--- config.mk ---
export PLATFORM = sky130hd
export DESIGN_NAME = tanhx_share_arbiter
export DESIGN_NICKNAME = d
export VERILOG_FILES = /design/src/rtl/tanhx_pkg.sv /design/src/rtl/tanhx_share_arbiter_rr_arbiter.sv /design/src/rtl/tanhx_share_arbiter.sv
export SDC_FILE = /design/constraint.sdc
export NUM_CORES = 1
export LEC_CHECK = 0
export CAP_MARGIN = 30
export CORE_ASPECT_RATIO = 1.4
export CORE_MARGIN = 10
export CORE_UTILIZATION = 41
export CTS_CLUSTER_DIAMETER = 80
export DETAILED_ROUTE_END_ITERATION = 8
export GPL_TIMING_DRIVEN = 1
export PLACE_DENSITY = 0.83
export SLEW_MARGIN = 10
export SYNTH_ARGS = -nofsm -noshare
export SYNTH_HDL_FRONTEND = slang
export SYNTH_SLANG_ARGS = --single-unit
--- constraint.sdc ---
create_clock -name clk -period 1.8 [get_ports clk]
set_input_delay 0.36 -clock clk [delete_from_list [all_inputs] [get_ports clk]]
set_output_delay 0.36 -clock clk [all_outputs]
set_load 0.02 [all_outputs]
--- src/rtl/tanhx_pkg.sv ---
// Shared constants and tag type for the shared tanhx activation front end.
package tanhx_pkg;
    localparam int unsigned DWIDTH         = 32;
    localparam int unsigned EXPONENT_WIDTH = 8;
    localparam int unsigned BIAS           = 127;
    localparam logic [DWIDTH-1:0] POS_ONE  = 32'h3F80_0000;
    localparam logic [DWIDTH-1:0] NEG_ONE  = 32'hBF80_0000;

    // Tag id is sized for up to 256 requesters; the top narrows it to IDW.
    localparam int unsigned TAG_ID_W = 8;

    typedef struct packed {
        logic                valid;
        logic [TAG_ID_W-1:0] id;
    } tag_t;
endpackage

--- src/rtl/tanhx_share_arbiter_rr_arbiter.sv ---
// Round-robin grant search starting at rr_ptr; purely combinational.
module rr_arbiter #(
    parameter int unsigned N_REQ = 4,
    parameter int unsigned IDW   = $clog2(N_REQ)
) (
    input  logic [N_REQ-1:0] req,
    input  logic [IDW-1:0]   rr_ptr,
    output logic [N_REQ-1:0] grant,
    output logic [IDW-1:0]   grant_idx,
    output logic             any_grant
);
    int idx;

    // Walk offsets from farthest to nearest so the nearest requester wins.
    always_comb begin
        grant     = '0;
        grant_idx = '0;
        any_grant = 1'b0;
        idx       = 0;
        for (int off = int'(N_REQ) - 1; off >= 0; off--) begin
            idx = int'(rr_ptr) + off;
            if (idx >= int'(N_REQ)) begin
                idx = idx - int'(N_REQ);
            end
            if (req[IDW'(idx)]) begin
                grant_idx = IDW'(idx);
                any_grant = 1'b1;
            end
        end
        if (any_grant) begin
            grant[grant_idx] = 1'b1;
        end
    end
endmodule

--- src/rtl/tanhx_share_arbiter.sv ---
// Shares one fixed-latency tanhx unit among N_REQ requesters with a
// credit-protected result FIFO that tags each result with its requester.
module tanhx_share_arbiter #(
    parameter int unsigned N_REQ       = 4,
    parameter int unsigned DWIDTH      = 32,
    parameter int unsigned LAT         = 2,
    parameter int unsigned OFIFO_DEPTH = 4,
    parameter int unsigned IDW         = $clog2(N_REQ)
) (
    input  logic                    clk,
    input  logic                    rst,
    input  logic [N_REQ-1:0]        req_valid,
    input  logic [N_REQ*DWIDTH-1:0] req_data,
    output logic [N_REQ-1:0]        req_ready,
    output logic [DWIDTH-1:0]       unit_x,
    output logic                    unit_en,
    input  logic [DWIDTH-1:0]       unit_y,
    output logic                    rsp_valid,
    input  logic                    rsp_ready,
    output logic [DWIDTH-1:0]       rsp_data,
    output logic [IDW-1:0]          rsp_id,
    output logic                    busy
);
    import tanhx_pkg::*;

    localparam int unsigned CW = $clog2(OFIFO_DEPTH + 1);
    localparam int unsigned AW = (OFIFO_DEPTH > 1) ? $clog2(OFIFO_DEPTH) : 1;

    logic [IDW-1:0]    rr_ptr;
    logic [N_REQ-1:0]  grant;
    logic [IDW-1:0]    grant_idx;
    logic              any_grant;
    tag_t              tag_pipe [LAT];
    logic [CW-1:0]     fifo_count;
    logic [CW-1:0]     inflight;
    logic [CW:0]       occupancy;
    logic [AW-1:0]     wr_ptr;
    logic [AW-1:0]     rd_ptr;
    logic [DWIDTH-1:0] fifo_data [OFIFO_DEPTH];
    logic [IDW-1:0]    fifo_id   [OFIFO_DEPTH];
    logic              credit_ok;
    logic              issue;
    logic              push;
    logic              pop;

    rr_arbiter #(
        .N_REQ (N_REQ),
        .IDW   (IDW)
    ) u_rr_arbiter (
        .req       (req_valid),
        .rr_ptr    (rr_ptr),
        .grant     (grant),
        .grant_idx (grant_idx),
        .any_grant (any_grant)
    );

    // Credits come only from registered state, so a pop frees a slot next cycle.
    always_comb begin
        inflight = '0;
        for (int i = 0; i < int'(LAT); i++) begin
            inflight = inflight + CW'(tag_pipe[i].valid);
        end
        occupancy = (CW+1)'(fifo_count) + (CW+1)'(inflight);
        credit_ok = occupancy < (CW+1)'(OFIFO_DEPTH);
        issue     = any_grant && credit_ok && unit_en;
        req_ready = issue ? grant : '0;
        unit_x    = issue ? req_data[int'(grant_idx)*int'(DWIDTH) +: DWIDTH] : '0;
        push      = tag_pipe[LAT-1].valid;
        rsp_valid = fifo_count != '0;
        pop       = rsp_valid && rsp_ready;
        rsp_data  = rsp_valid ? fifo_data[rd_ptr] : '0;
        rsp_id    = rsp_valid ? fifo_id[rd_ptr] : '0;
        busy      = (inflight != '0) || (fifo_count != '0);
    end

    always_ff @(posedge clk) begin
        if (rst) begin
            unit_en    <= 1'b0;
            rr_ptr     <= '0;
            fifo_count <= '0;
            wr_ptr     <= '0;
            rd_ptr     <= '0;
            for (int i = 0; i < int'(LAT); i++) begin
                tag_pipe[i] <= '0;
            end
        end else begin
            unit_en <= 1'b1;
            if (issue) begin
                rr_ptr <= (grant_idx == IDW'(N_REQ - 1)) ? '0 : grant_idx + 1'b1;
            end
            tag_pipe[0].valid <= issue;
            tag_pipe[0].id    <= TAG_ID_W'(grant_idx);
            for (int i = 1; i < int'(LAT); i++) begin
                tag_pipe[i] <= tag_pipe[i-1];
            end
            if (push) begin
                wr_ptr <= (wr_ptr == AW'(OFIFO_DEPTH - 1)) ? '0 : wr_ptr + 1'b1;
            end
            if (pop) begin
                rd_ptr <= (rd_ptr == AW'(OFIFO_DEPTH - 1)) ? '0 : rd_ptr + 1'b1;
            end
            case ({push, pop})
                2'b10:   fifo_count <= fifo_count + 1'b1;
                2'b01:   fifo_count <= fifo_count - 1'b1;
                default: fifo_count <= fifo_count;
            endcase
        end
    end

    // Result storage needs no reset; only count marks entries as live.
    always_ff @(posedge clk) begin
        if (push) begin
            fifo_data[wr_ptr] <= unit_y;
            fifo_id[wr_ptr]   <= IDW'(tag_pipe[LAT-1].id);
        end
    end
endmodule

==> results_dict.tcl, run 1 <==
set metrics [dict create \
    outcome "complete, but fails checks" \
    violations "negative setup slack" \
    htree_levels 4 \
    drc 0 \
    yosysSeqAreaShare_pct 63.74 \
    startpoint "tag_pipe[0][17]$_SDFF_PP0_" \
    ys_async_sr_fraction_pct 0 \
    startpoint_type "flip-flop" \
    crit_fanout 8 \
    drt-pass1-iter-count 4 \
    synth.avg_cell_area_um2 16.33 \
    cp_slowest_cell "dfxtp_2" \
    yosysWarnings 0 \
    synthDistinctLibCells 33 \
    layout_worst_path_cycle_share_pct 148.0 \
    vias 5358 \
    r2r_start "fifo_count[1]$_SDFFE_PP0P_" \
    cp.required_ns 1.44 \
    ys_ff_latch 154 \
    nets 943 \
    die_w_um 130.2 \
    clkLatencyLatePin_ns 0.42 \
    drv_slew 0 \
    drt_iter0_markers 405 \
    min_period_ns 2.664 \
    max_freq_mhz 375.4 \
    final-setup-viol-count 73 \
    pwr-share-clk_pct 25.3 \
    hold_ws_ns 0.4499 \
    fp.dieH_um 174.3 \
    fin_area_mm2 0.01263 \
    worst_pin_slew_ns 0.5997 \
    ant_nets 0 \
    p_leak_nw 4.497 \
    cts_tree "yes" \
    path_buf_inv 3 \
    cts.sinks 154 \
    io-pin-count 240 \
    yosysMostFrequentCell "edfxtp_1" \
    yosysTopAreaCell "edfxtp_1" \
    antenna_found_initial 0 \
    port_buffers 239 \
    seqPwrFrac_pct 30.0 \
    gp_congestion 0.8242 \
    layoutNonFillerInstCount 981 \
    critPathArrivalTime_ns 2.30 \
    grt_pass1_wl_mm 37.61 \
    area_growth_pct 81.07 \
    critPathTopFamily "simple AND/OR/NAND/NOR gates" \
    final_critical_path_setup_slack_ns -0.8636 \
    via_per_inst 5.462 \
    p_sw_share_pct 30.52 \
    grt_overflow 0 \
    dpl.cell_count 891 \
    yosys.area.top_type_share_pct 58.57 \
    pre_cts_ws_ns -1.447 \
    worstRegToRegCells 12 \
    post-dp-hpwl_mm 16.55 \
    rows 56 \
    hold_viol 0 \
    grt_max_degree 36 \
    slew_headroom_pct 59.90 \
    critPathMaxStageDelay_ns 0.34 \
    hold_depth 1 \
    critPathCaptureType "output pin" \
    start_util_pct 41.64 \
    rsz0062_at_grt "true" \
    dieArea_mm2 0.02270 \
    synth_area_leaders "edfxtp_1 (59%), mux4_2 (11%), mux2i_1 (9.5%)" \
    synth_commonest_cells "edfxtp_1 (136), mux2i_1 (66), and2_1 (39)" \
    coreArea_mm2 0.01675 \
    syn_area_mm2 0.006973 \
    min_path_type "flip-flop to flip-flop" \
    clk_pin_slew_worst_paths_ns 0.06 \
    switching_power_w 0.004148 \
    internal-power_w 0.009443 \
    cts_max_path_buffers 2 \
    crit_cells 9 \
    reg2reg_slack_ns -0.22 \
    cts_root_buf "clkbuf_16" \
    wl_per_cell_um 25.64 \
    routed_wl_mm 25.15 \
    cts_made_buffers 17 \
    path_cells "ha_4, ha_4, nor3b_4, and3_4, nand2_8, buf_12, buf_6, o22ai_4, buf_6" \
    postSynthCellCount 427 \
    path_class "flip-flop to output pin" \
    cts_hold_buffers 0 \
    power_density_mw_per_mm2 1076 \
    ir_worst_vdd_mv 0.7676 \
    finalSetupTns_ns -45.30 \
    synth_nets 605 \
    drive_gt1_share_pct 51.41 \
    placed_cell_area_mm2 0.01045 \
    synth-edff-count 136 \
    maxCapViolCount 0 \
    hold_start "tag_pipe[0][1]$_SDFF_PP0_" \
    combPwrFrac_pct 44.7 \
    synth_flop_cell "edfxtp_1" \
    num_antenna_cells 0 \
    grt_pass1_vias 6108 \
    clock_skew_ns 0.008800 \
    grt_util_all_layers_pct 22.18 \
]
## registers in the layout, summed over array words and instances (netlist names), named ones only
name,flops
fifo_data,128
wr_ptr,2
fifo_count,3
fifo_id,8
unit_en,1
rr_ptr,2
tag_pipe,6
rd_ptr,2
## worst register-to-register path, cell delays in order (launching register included)
cell and delay, ns:
dfxtp_2 0.36, buf_6 0.13, nor3_4 0.05, inv_2 0.08, buf_6 0.10, nand2_4 0.04
inv_2 0.06, ha_4 0.13, inv_2 0.04, fa_2 0.34, xor2_1 0.17, or3_1 0.33
a21oi_2 0.11
## cell type report
| cell class | count | area [um^2] |
|---|---|---|
| Clock buffer | 24 | 525.5 |
| Multi-Input combinational cell | 233 | 3515 |
| Fill cell | 884 | 4120 |
| Sequential cell | 154 | 4459 |
| Clock inverter | 8 | 56.30 |
| Timing Repair Buffer | 345 | 3754 |
| Tap cell | 203 | 254.0 |
| Inverter | 14 | 62.56 |
## per-layer routing
layer / up-vias / part of all wire [%] / global-route usage [%] / routed length (um)
li1: 2352 / - / - / -
met1: 2685 / 35 / 24.82 / 8767
met2: 291 / 52 / 37.34 / 13070
met3: 30 / 11 / 9.074 / 2806
met4: 0 / 2.0 / 6.908 / 503
met5: - / 0 / 0 / 0
## power groups by stage
stage               sequential, W  combinational, W  clock, W
finish                    0.00407           0.00608   0.00344
global route              0.00408           0.00637   0.00361
CTS                       0.00407           0.00571   0.00345
detailed placement        0.00413           0.00437         0
global placement          0.00412           0.00427         0
floorplan                 0.00410           0.00242         0
## cell families (layout without fill, tap and decap cells)
group | after synthesis | after routing | synth area share, %
AOI/OAI and AO/OA | 45 | 45 | 4.073
xor gates and xnor gates | 2 | 2 | 0.2513
adders and majority gates | 11 | 11 | 2.081
buffers and inverters | 40 | 391 | 3.266
DFF | 154 | 154 | 63.74
muxes | 100 | 100 | 20.46
and+or+nand+nor | 75 | 75 | 6.137
## cell usage in the layout, fill, tap and decap left out, types with 9 or more instances in the layout
| cell | instances |
|---|---|
| clkdlybuf4s50_1 | 162 |
| edfxtp_1 | 136 |
| buf_6 | 91 |
| buf_4 | 50 |
| mux2i_4 | 38 |
| mux4_2 | 34 |
| and2_4 | 34 |
| o22ai_4 | 31 |
| clkbuf_16 | 20 |
| mux2i_2 | 19 |
| buf_12 | 18 |
| buf_8 | 12 |
| nor2_1 | 10 |
| dfxtp_1 | 10 |
| inv_1 | 9 |
| mux2i_1 | 9 |
## timing repair
action | in CTS | in global routing
buffers inserted | 46 | 18
gates resized for setup | 510 | 71
pin swaps | 29 | 9
endpoints found under the setup margin | 77 | 107
gates cloned | 4 | 0
## stage by stage
step / util, % / total power (W)
6_report: 75.40 / 0.01359
5_1_grt: 75.40 / 0.01406
2_1_floorplan: - / 0.006518
3_5_place_dp: 62.42 / 0.008493
3_3_place_gp: 62.42 / 0.008381
4_1_cts: 73.89 / 0.01323
## worst paths after layout
kind                                                   end
worst max-delay path                            unit_x[10]
worst min-delay path            tag_pipe[0][10]$_SDFF_PP0_
worst max register to register  fifo_count[2]$_SDFFE_PP0P_
worst min register to register  tag_pipe[0][10]$_SDFF_PP0_
Note: power is estimated with default switching activity, not from simulation.
==> run 2: changes to the inputs <==
--- a/config.mk
+++ b/config.mk
@@ -8,11 +8,11 @@
 export CAP_MARGIN = 30
 export CORE_ASPECT_RATIO = 1.4
 export CORE_MARGIN = 10
-export CORE_UTILIZATION = 41
+export CORE_UTILIZATION = 49
 export CTS_CLUSTER_DIAMETER = 80
 export DETAILED_ROUTE_END_ITERATION = 8
 export GPL_TIMING_DRIVEN = 1
-export PLACE_DENSITY = 0.83
+export PLACE_DENSITY = 0.93
 export SLEW_MARGIN = 10
 export SYNTH_ARGS = -nofsm -noshare
 export SYNTH_HDL_FRONTEND = slang
==> constraint.sdc (replaced) <==
create_clock -name clk -period 3.39 [get_ports clk]
set_input_delay 0.678 -clock clk [delete_from_list [all_inputs] [get_ports clk]]
set_output_delay 0.678 -clock clk [all_outputs]
set_load 0.02 [all_outputs]
==> results_dict.tcl, run 2 (same netlist as run 1, synthesis figures left out) <==
set metrics [dict create \
    max_freq_mhz 300.9 \
    worst_pin_slew_ns 0.9328 \
    post-route-util_pct 76.79 \
    die_w_um 120.8 \
    largest_reg_flops 128 \
    grt_pass1_vias 5549 \
    htree_levels 4 \
    power_density_mw_per_mm2 566.9 \
    ant_nets 0 \
    post-dp-hpwl_mm 16.54 \
    rows 51 \
    io-pin-count 240 \
    grt_max_degree 37 \
    fillCellCount 828 \
    outcome "finished clean" \
    finalSetupTns_ns 0 \
    cts_root_buf "clkbuf_16" \
    largest_register "fifo_data" \
    port_buffers 239 \
    reg.largest.list "fifo_data (128), fifo_id (8), tag_pipe (6)" \
    clock_skew_ns 0.008628 \
    clkLatencyLatePin_ns 0.41 \
    cts_max_path_buffers 2 \
    cp_slowest_cell "clkdlybuf4s50_1" \
    start_util_pct 50.13 \
    cts_made_buffers 17 \
    clk_pin_slew_worst_paths_ns 0.06 \
    grt_overflow 0 \
    cp.required_ns 2.71 \
    grt_util_all_layers_pct 23.10 \
    via_per_inst 5.537 \
    dieArea_mm2 0.01947 \
    drv_slew 0 \
    drc 0 \
    wl_per_cell_um 25.17 \
    ir_worst_vdd_mv 0.3201 \
    critPathCaptureType "output pin" \
    critPathArrivalTime_ns 2.65 \
    crit_top_cell "buf_12" \
    nets 880 \
    critPathMaxStageDelay_ns 0.53 \
    final_cell_mix "clkdlybuf4s50_1 (200), edfxtp_1 (136), mux2i_1 (59), and2_1 (35), mux4_2 (34)" \
    gp_congestion 0.8448 \
    hold_viol 0 \
    layout_worst_path_cycle_share_pct 98.04 \
    grt_pass1_wl_mm 33.68 \
    path_cells "clkdlybuf4s50_1, nor2b_1, nor3_2, o22ai_4, buf_12, buf_12, buf_4, mux2i_1, o22ai_1, dlygate4sd2_1" \
    startpoint_type "input port" \
    min_path_type "flip-flop to flip-flop" \
    fp.dieH_um 161.1 \
    maxCapViolCount 0 \
    routed_wl_mm 22.73 \
    slew_headroom_pct 37.82 \
    vias 5000 \
    cts.sinks 154 \
    final_common_cell "clkdlybuf4s50_1" \
    antenna_found_initial 3 \
    drt_iter0_markers 346 \
    path_buf_inv 5 \
    crit_fanout 8 \
    rsz0062_at_grt "true" \
    coreArea_mm2 0.01391 \
    area_growth_pct 53.19 \
    drive_gt1_share_pct 22.24 \
    critPathTopFamily "buffers and inverters" \
    path_class "input port to output pin" \
    min_period_ns 3.324 \
    drt-pass1-iter-count 4 \
    cts_tree "yes" \
    p_leak_nw 4.028 \
    final-setup-viol-count 0 \
    cts_hold_buffers 0 \
]
-- run 2: cell types whose count changed in the layout (fill, tap and decap cells not counted), sizes merged, moves of 3 or more --
cell	before	now
clkdlybuf4s15	0	3
diode	0	3
buf	178	61
dlymetal6s2s	0	3
clkdlybuf4s50	162	200
dlygate4sd2	5	11
-- run 2: final timing paths --
check,slack (ns),endpoint,cells past startpoint,from
min reg2reg,0.44,tag_pipe[0][9]$_SDFF_PP0_,1,tag_pipe[0][0]$_SDFF_PP0_
min,0.44,tag_pipe[0][9]$_SDFF_PP0_,1,tag_pipe[0][0]$_SDFF_PP0_
max,0.07,unit_x[11],10,req_valid[1]
max reg2reg,0.85,fifo_count[2]$_SDFFE_PP0P_,11,fifo_count[1]$_SDFFE_PP0P_
-- run 2: layout make-up --
type / instances / area [um^2] / area share (%)
clock inverters: 13 / 122.6 / 1.148
multi-input cells: 233 / 2462 / 23.05
well taps: 185 / 231.5 / 2.167
clock buffers: 19 / 432.9 / 4.053
repair buffers: 282 / 2927 / 27.40
diodes: 3 / 7.507 / 0.07028
flip-flops and latches: 154 / 4446 / 41.62
inverters: 14 / 52.55 / 0.4920
-- run 2: report_power, final --
part / leakage, nW / internal, W / total [W] / switching, W
Combinational: 2.40 / 0.00112 / 0.00215 / 0.00103
Clock: 0.250 / 0.00101 / 0.00174 / 0.000724
Sequential: 1.38 / 0.00211 / 0.00217 / 0.0000520
-- run 2: through the flow --
step	hold WS (ns)	std cells	setup WS (ns)	instance area [um^2]	total power, W
3_5_place_dp	0.4327	857	-0.3372	9826	0.004254
5_1_grt	0.4677	901	-0.03861	10680	0.006279
3_3_place_gp	0.4226	857	-0.2521	9826	0.004186
2_1_floorplan	0.4138	427	0.7781	6973	0.003237
6_report	0.4394	903	0.06635	10680	0.006056
4_1_cts	0.4461	892	0.003374	10470	0.006023
-- run 2: routing by layer --
| layer | vias to the layer above | global-route usage [%] | wire, um | part of all wire [%] |
|---|---|---|---|---|
| li1 | 2227 | - | - | - |
| met1 | 2451 | 24.23 | 7604 | 33 |
| met2 | 296 | 40.92 | 12100 | 53 |
| met3 | 26 | 9.839 | 2589 | 11 |
| met4 | 0 | 6.436 | 430 | 1.9 |
| met5 | - | 0 | 0 | 0 |
-- run 2: timing repair --
item                       CTS  global route
setup endpoints to repair   35            28
gates resized for setup     70            33
pin swaps                    2             1
setup buffers                2             6
gates cloned                 1             2
